--- config.mk ---
export PLATFORM = sky130hd
export DESIGN_NAME = mod_147_heartbeat_tx
export DESIGN_NICKNAME = d
export VERILOG_FILES = /design/src/rtl/mod_147_heartbeat_tx.sv
export SDC_FILE = /design/constraint.sdc
export NUM_CORES = 1
export LEC_CHECK = 0
export ABC_AREA = 1
export CORE_ASPECT_RATIO = 0.5
export CORE_MARGIN = 2
export CORE_UTILIZATION = 28
export DETAILED_ROUTE_END_ITERATION = 16
export DONT_BUFFER_PORTS = 1
export GPL_ROUTABILITY_DRIVEN = 0
export SYNTH_ARGS = -nofsm -noshare
export SYNTH_HDL_FRONTEND = slang
export SYNTH_SLANG_ARGS = --single-unit
--- constraint.sdc ---
create_clock -name clk -period 2.6 [get_ports clk]
set_input_delay 0.52 -clock clk [delete_from_list [all_inputs] [get_ports clk]]
set_output_delay 0.52 -clock clk [all_outputs]
set_load 0.01 [all_outputs]
--- src/rtl/mod_147_heartbeat_tx.sv ---
// mod_147_heartbeat_tx
// Heartbeat generator that sits in front of the PMA-side encoder. While the
// link is autonegotiated and not in multidrop mode, it inserts a HEARTBEAT
// burst of HB_LEN clocks after every HB_PERIOD quiet clocks. Any upstream
// activity aborts the burst and is passed through with one clock of latency.
module mod_147_heartbeat_tx #(
    parameter logic [15:0] HB_PERIOD = 16'd1000,
    parameter logic [3:0]  HB_LEN    = 4'd4
) (
    input  logic       clk,
    input  logic       pcs_reset,
    input  logic       mr_autoneg_enable,
    input  logic       an_link_good,
    input  logic       multidrop,
    input  logic       TX_EN,
    input  logic [1:0] tx_cmd_in,
    output logic [1:0] tx_cmd,
    output logic       hb_active,
    output logic [7:0] hb_cnt,
    output logic [1:0] mod_hb_tx_state
);

    typedef enum logic [1:0] {
        ST_DISABLED = 2'b00,
        ST_IDLE     = 2'b01,
        ST_SEND_HB  = 2'b10,
        ST_DEFER    = 2'b11
    } state_t;

    localparam logic [1:0] CMD_HEARTBEAT = 2'b10;
    localparam logic [1:0] CMD_NONE      = 2'b11;

    state_t      state_q, state_d;
    logic [1:0]  tx_cmd_q, tx_cmd_d;
    logic        hb_active_q, hb_active_d;
    logic [7:0]  hb_cnt_q, hb_cnt_d;
    logic [15:0] period_cnt_q, period_cnt_d;
    logic [3:0]  len_cnt_q, len_cnt_d;

    logic enable;
    logic activity;
    logic period_done;
    logic len_done;

    assign enable      = mr_autoneg_enable && an_link_good && !multidrop;
    assign activity    = TX_EN || (tx_cmd_in != CMD_NONE);
    assign period_done = (period_cnt_q == (HB_PERIOD - 16'd1));
    assign len_done    = (len_cnt_q == (HB_LEN - 4'd1));

    // Next-state and counter logic; loss of enable overrides every transition.
    always_comb begin
        state_d      = state_q;
        period_cnt_d = period_cnt_q;
        len_cnt_d    = len_cnt_q;
        hb_cnt_d     = hb_cnt_q;

        if (!enable) begin
            state_d      = ST_DISABLED;
            period_cnt_d = 16'd0;
            len_cnt_d    = 4'd0;
        end else begin
            case (state_q)
                ST_DISABLED: begin
                    if (activity) begin
                        state_d = ST_DEFER;
                    end else begin
                        state_d      = ST_IDLE;
                        period_cnt_d = 16'd0;
                    end
                end
                ST_IDLE: begin
                    if (activity) begin
                        state_d = ST_DEFER;
                    end else if (period_done) begin
                        state_d   = ST_SEND_HB;
                        len_cnt_d = 4'd0;
                    end else begin
                        period_cnt_d = period_cnt_q + 16'd1;
                    end
                end
                ST_SEND_HB: begin
                    if (activity) begin
                        // Aborted burst: no credit in hb_cnt.
                        state_d = ST_DEFER;
                    end else if (len_done) begin
                        state_d      = ST_IDLE;
                        period_cnt_d = 16'd0;
                        if (hb_cnt_q != 8'hFF) begin
                            hb_cnt_d = hb_cnt_q + 8'd1;
                        end
                    end else begin
                        len_cnt_d = len_cnt_q + 4'd1;
                    end
                end
                ST_DEFER: begin
                    if (!activity) begin
                        state_d      = ST_IDLE;
                        period_cnt_d = 16'd0;
                    end
                end
                default: begin
                    state_d = ST_DISABLED;
                end
            endcase
        end
    end

    // Output decode from the next state so the registered command lines up
    // with the state it belongs to (HEARTBEAT starts on the entry edge).
    always_comb begin
        tx_cmd_d    = tx_cmd_in;
        hb_active_d = 1'b0;
        case (state_d)
            ST_SEND_HB: begin
                tx_cmd_d    = CMD_HEARTBEAT;
                hb_active_d = 1'b1;
            end
            ST_IDLE: begin
                tx_cmd_d = CMD_NONE;
            end
            default: begin
                tx_cmd_d = tx_cmd_in;
            end
        endcase
    end

    // State and output registers; reset forces a silent, disabled transmitter.
    always_ff @(posedge clk or posedge pcs_reset) begin
        if (pcs_reset) begin
            state_q      <= ST_DISABLED;
            tx_cmd_q     <= CMD_NONE;
            hb_active_q  <= 1'b0;
            hb_cnt_q     <= 8'd0;
            period_cnt_q <= 16'd0;
            len_cnt_q    <= 4'd0;
        end else begin
            state_q      <= state_d;
            tx_cmd_q     <= tx_cmd_d;
            hb_active_q  <= hb_active_d;
            hb_cnt_q     <= hb_cnt_d;
            period_cnt_q <= period_cnt_d;
            len_cnt_q    <= len_cnt_d;
        end
    end

    assign tx_cmd          = tx_cmd_q;
    assign hb_active       = hb_active_q;
    assign hb_cnt          = hb_cnt_q;
    assign mod_hb_tx_state = state_q;

endmodule

==> flow_metrics.tcl <==
set metrics [dict create \
    ir_drop_uv 226 \
    yosys.area_share.adder 0.0621 \
    dp_hpwl_um 3520 \
    num_vias 1896 \
    grt_pass1_wl_um 8270 \
    via_per_inst 4.39 \
    remaining_drc_errors 0 \
    grt_pass1_vias 1742 \
    clockBufferDepth 2 \
    route.met2.wl_um 1940 \
    insertion_delay_ns 0.28 \
    setup_viol 0 \
    leakagePower_nw 1.15 \
    relSlewSlack 0.688 \
    coreArea_um2 7490 \
    syn_area_um2 2220 \
    initial_utilization 0.296 \
    ys_warn_count 0 \
    crit_type "reg2reg" \
    ys_top_cells_by_count "nand2_1, nor2_1, nand3_1" \
    topRoutingLayerUsed "met4" \
    num_rows 22 \
    drt-total-wl_um 4730 \
    cts_tree "done" \
    firstDrtPassIters 4 \
    synth.area.mux_share 0 \
    fin_crit_sh 0.782 \
    die_h_um 66.9 \
    synth_cell_types 25 \
    cts_hold_buf 0 \
    yosysTopAreaCell "dfrtp_1" \
    grt_max_degree 24 \
    htreeDepth 2 \
    yosysTopAreaCellShare 0.350 \
    antenna_found_initial 0 \
    area_growth_pct 12.4 \
    worst-path-max-fanout 18 \
    nNetsFinal 342 \
    max_slew.worst_pin.slew_ns 0.467 \
    dp_cells 424 \
    wl_per_cell_um 10.9 \
    cts.sinks 33 \
    fin_crit_ns 2.03 \
    n_fill_cell 816 \
    synth_area_leaders "dfrtp_1, nand2_1, nor2_1" \
    clock_skew_ns 0.00188 \
    synthSimpleGateAreaFrac 0.398 \
    fin_setup_tns_ns 0 \
    synth_top_family_by_area "simple AND/OR/NAND/NOR gates" \
    stdcell_count 432 \
    final_core_util 0.333 \
    power_density_nw_per_um2 492 \
    hold_viol_final 0 \
    clockRootBuffer "clkbuf_16" \
    ys_seq_elements 33 \
    cp.arrival_ns 2.25 \
    io_buffer_count 0 \
    synth_area_per_cell_um2 6.95 \
    fin_area_um2 2490 \
    diodes 0 \
    end_kind "flip-flop" \
    drtAntennaViolNets 0 \
    synth-xor-area-share 0.0593 \
    dpl_cell_area_um2 2330 \
    overflow 0 \
    clkTransAtPathRegs_ns 0.05 \
    synth.most_common_cell "nand2_1" \
    fp.dieW_um 130 \
    grt_use_total 0.123 \
    layout_setup_ws_ns 0.567 \
    synth_ff_type "dfrtp_1" \
    rsz0062_at_grt "false" \
    max_freq_mhz 492 \
    yosysSeqAreaShare 0.374 \
    die_area_um2 8690 \
    synth_cells 319 \
    wl_met1_um 2530 \
    io_pins 21 \
    startpoint_type "flip-flop" \
    async_flop_share 1.00 \
    maxCapViolations 0 \
    drt_iter0_markers 97 \
    route.met3.wl_um 169 \
    synth_compound_gate_area_share 0.0418 \
    drive_gt1_frac 0.0772 \
    numCtsBuffers 5 \
    finalMaxSlewViolations 0 \
    required_ns 2.82 \
    outcome "complete, no violations" \
    cts_resized 0 \
    dp_slack_ns 0.579 \
    post_cts_buffers 0 \
    synth_edf_count 0 \
    synth_nets 338 \
    hp-class "in2async" \
]
-- through the flow --
stage | hold slack, ns | power (mW)
3_3_place_gp | 0.431 | 0.613
3_5_place_dp | 0.430 | 0.613
5_1_grt | 0.161 | 1.28
4_1_cts | 0.131 | 1.25
6_report | 0.114 | 1.23
2_1_floorplan | 0.468 | 0.597
-- report_power, final --
| part | internal (mW) | switching, mW |
|---|---|---|
| registers | 0.523 | 0.00926 |
| clock network | 0.405 | 0.219 |
| logic | 0.0183 | 0.0516 |
-- cell type report --
type | instances | area [um2] | share of cell area
Clock inverter | 1 | 5.00 | 0.00201
Clock buffer | 7 | 153 | 0.0612
Timing Repair Buffer | 3 | 22.5 | 0.00904
Inverter | 28 | 105 | 0.0422
Multi-Input combinational cell | 252 | 1240 | 0.499
Sequential cell | 33 | 828 | 0.332
Tap cell | 108 | 135 | 0.0542
-- registers in the layout (all words and copies together), names as in the netlist --
name             cells
hb_cnt               8
period_cnt_q        16
tx_cmd               2
hb_active            1
len_cnt_q            4
mod_hb_tx_state      2
-- worst max-delay path, stage by stage (launching register included) --
cell	delay (ns)
dfrtp_1	0.53
inv_1	0.14
ha_1	0.29
nor2_1	0.20
nand2_1	0.07
nand2_1	0.07
nand2_1	0.04
inv_1	0.08
nand2_4	0.15
nor2_1	0.24
nand2_1	0.09
nand2_1	0.06
-- path summary, 6_finish.rpt --
path,end,cells after the start,start,slack [ns]
max,period_cnt_q[3]$_DFFE_PP0P_,11,mod_hb_tx_state[0]$_DFF_PP0_,0.57
min,period_cnt_q[0]$_DFFE_PP0P_,1,pcs_reset,0.11
max reg2reg,period_cnt_q[3]$_DFFE_PP0P_,11,mod_hb_tx_state[0]$_DFF_PP0_,0.57
min reg2reg,len_cnt_q[1]$_DFFE_PP0P_,2,len_cnt_q[1]$_DFFE_PP0P_,0.51
max in group asynchronous,tx_cmd[1]$_DFF_PP1_,2,pcs_reset,1.79
min in group clk,tx_cmd[1]$_DFF_PP1_,2,tx_cmd_in[1],0.32
-- routing by layer --
layer	vias up	GRT usage
met1	844	0.168
met3	8	0.0209
met4	0	0.0551
li1	1014	-
met2	30	0.190
met5	-	0
-- cells in the final DEF (no fill, tap or decap) --
| cell | n |
|---|---|
| clkinv_2 | 1 |
| nor2_1 | 47 |
| nand2_1 | 113 |
| o21bai_1 | 2 |
| nand4_1 | 5 |
| clkbuf_16 | 5 |
| a21oi_1 | 4 |
| nand2_2 | 2 |
| dfrtp_1 | 31 |
| o21ai_0 | 5 |
| a21boi_0 | 1 |
| clkbuf_8 | 2 |
| xnor2_1 | 7 |
| inv_1 | 25 |
| nand3_1 | 33 |
| nand3_2 | 2 |
| o21ai_1 | 5 |
| xor2_1 | 8 |
| nand2_4 | 2 |
| nor3_1 | 1 |
| inv_2 | 2 |
| nor2_2 | 4 |
| clkinv_1 | 1 |
| buf_4 | 3 |
| dfstp_2 | 2 |
| ha_1 | 11 |
-- kinds of logic (layout without fill, tap and decap cells) --
family,count (synthesis),count (layout)
AOI/OAI and AO/OA,17,17
xor gates and xnor gates,15,15
adders and majority gates,11,11
buffers and inverters,34,39
DFF,33,33
and+or+nand+nor,209,209
Note: power is estimated with default switching activity, not from simulation.
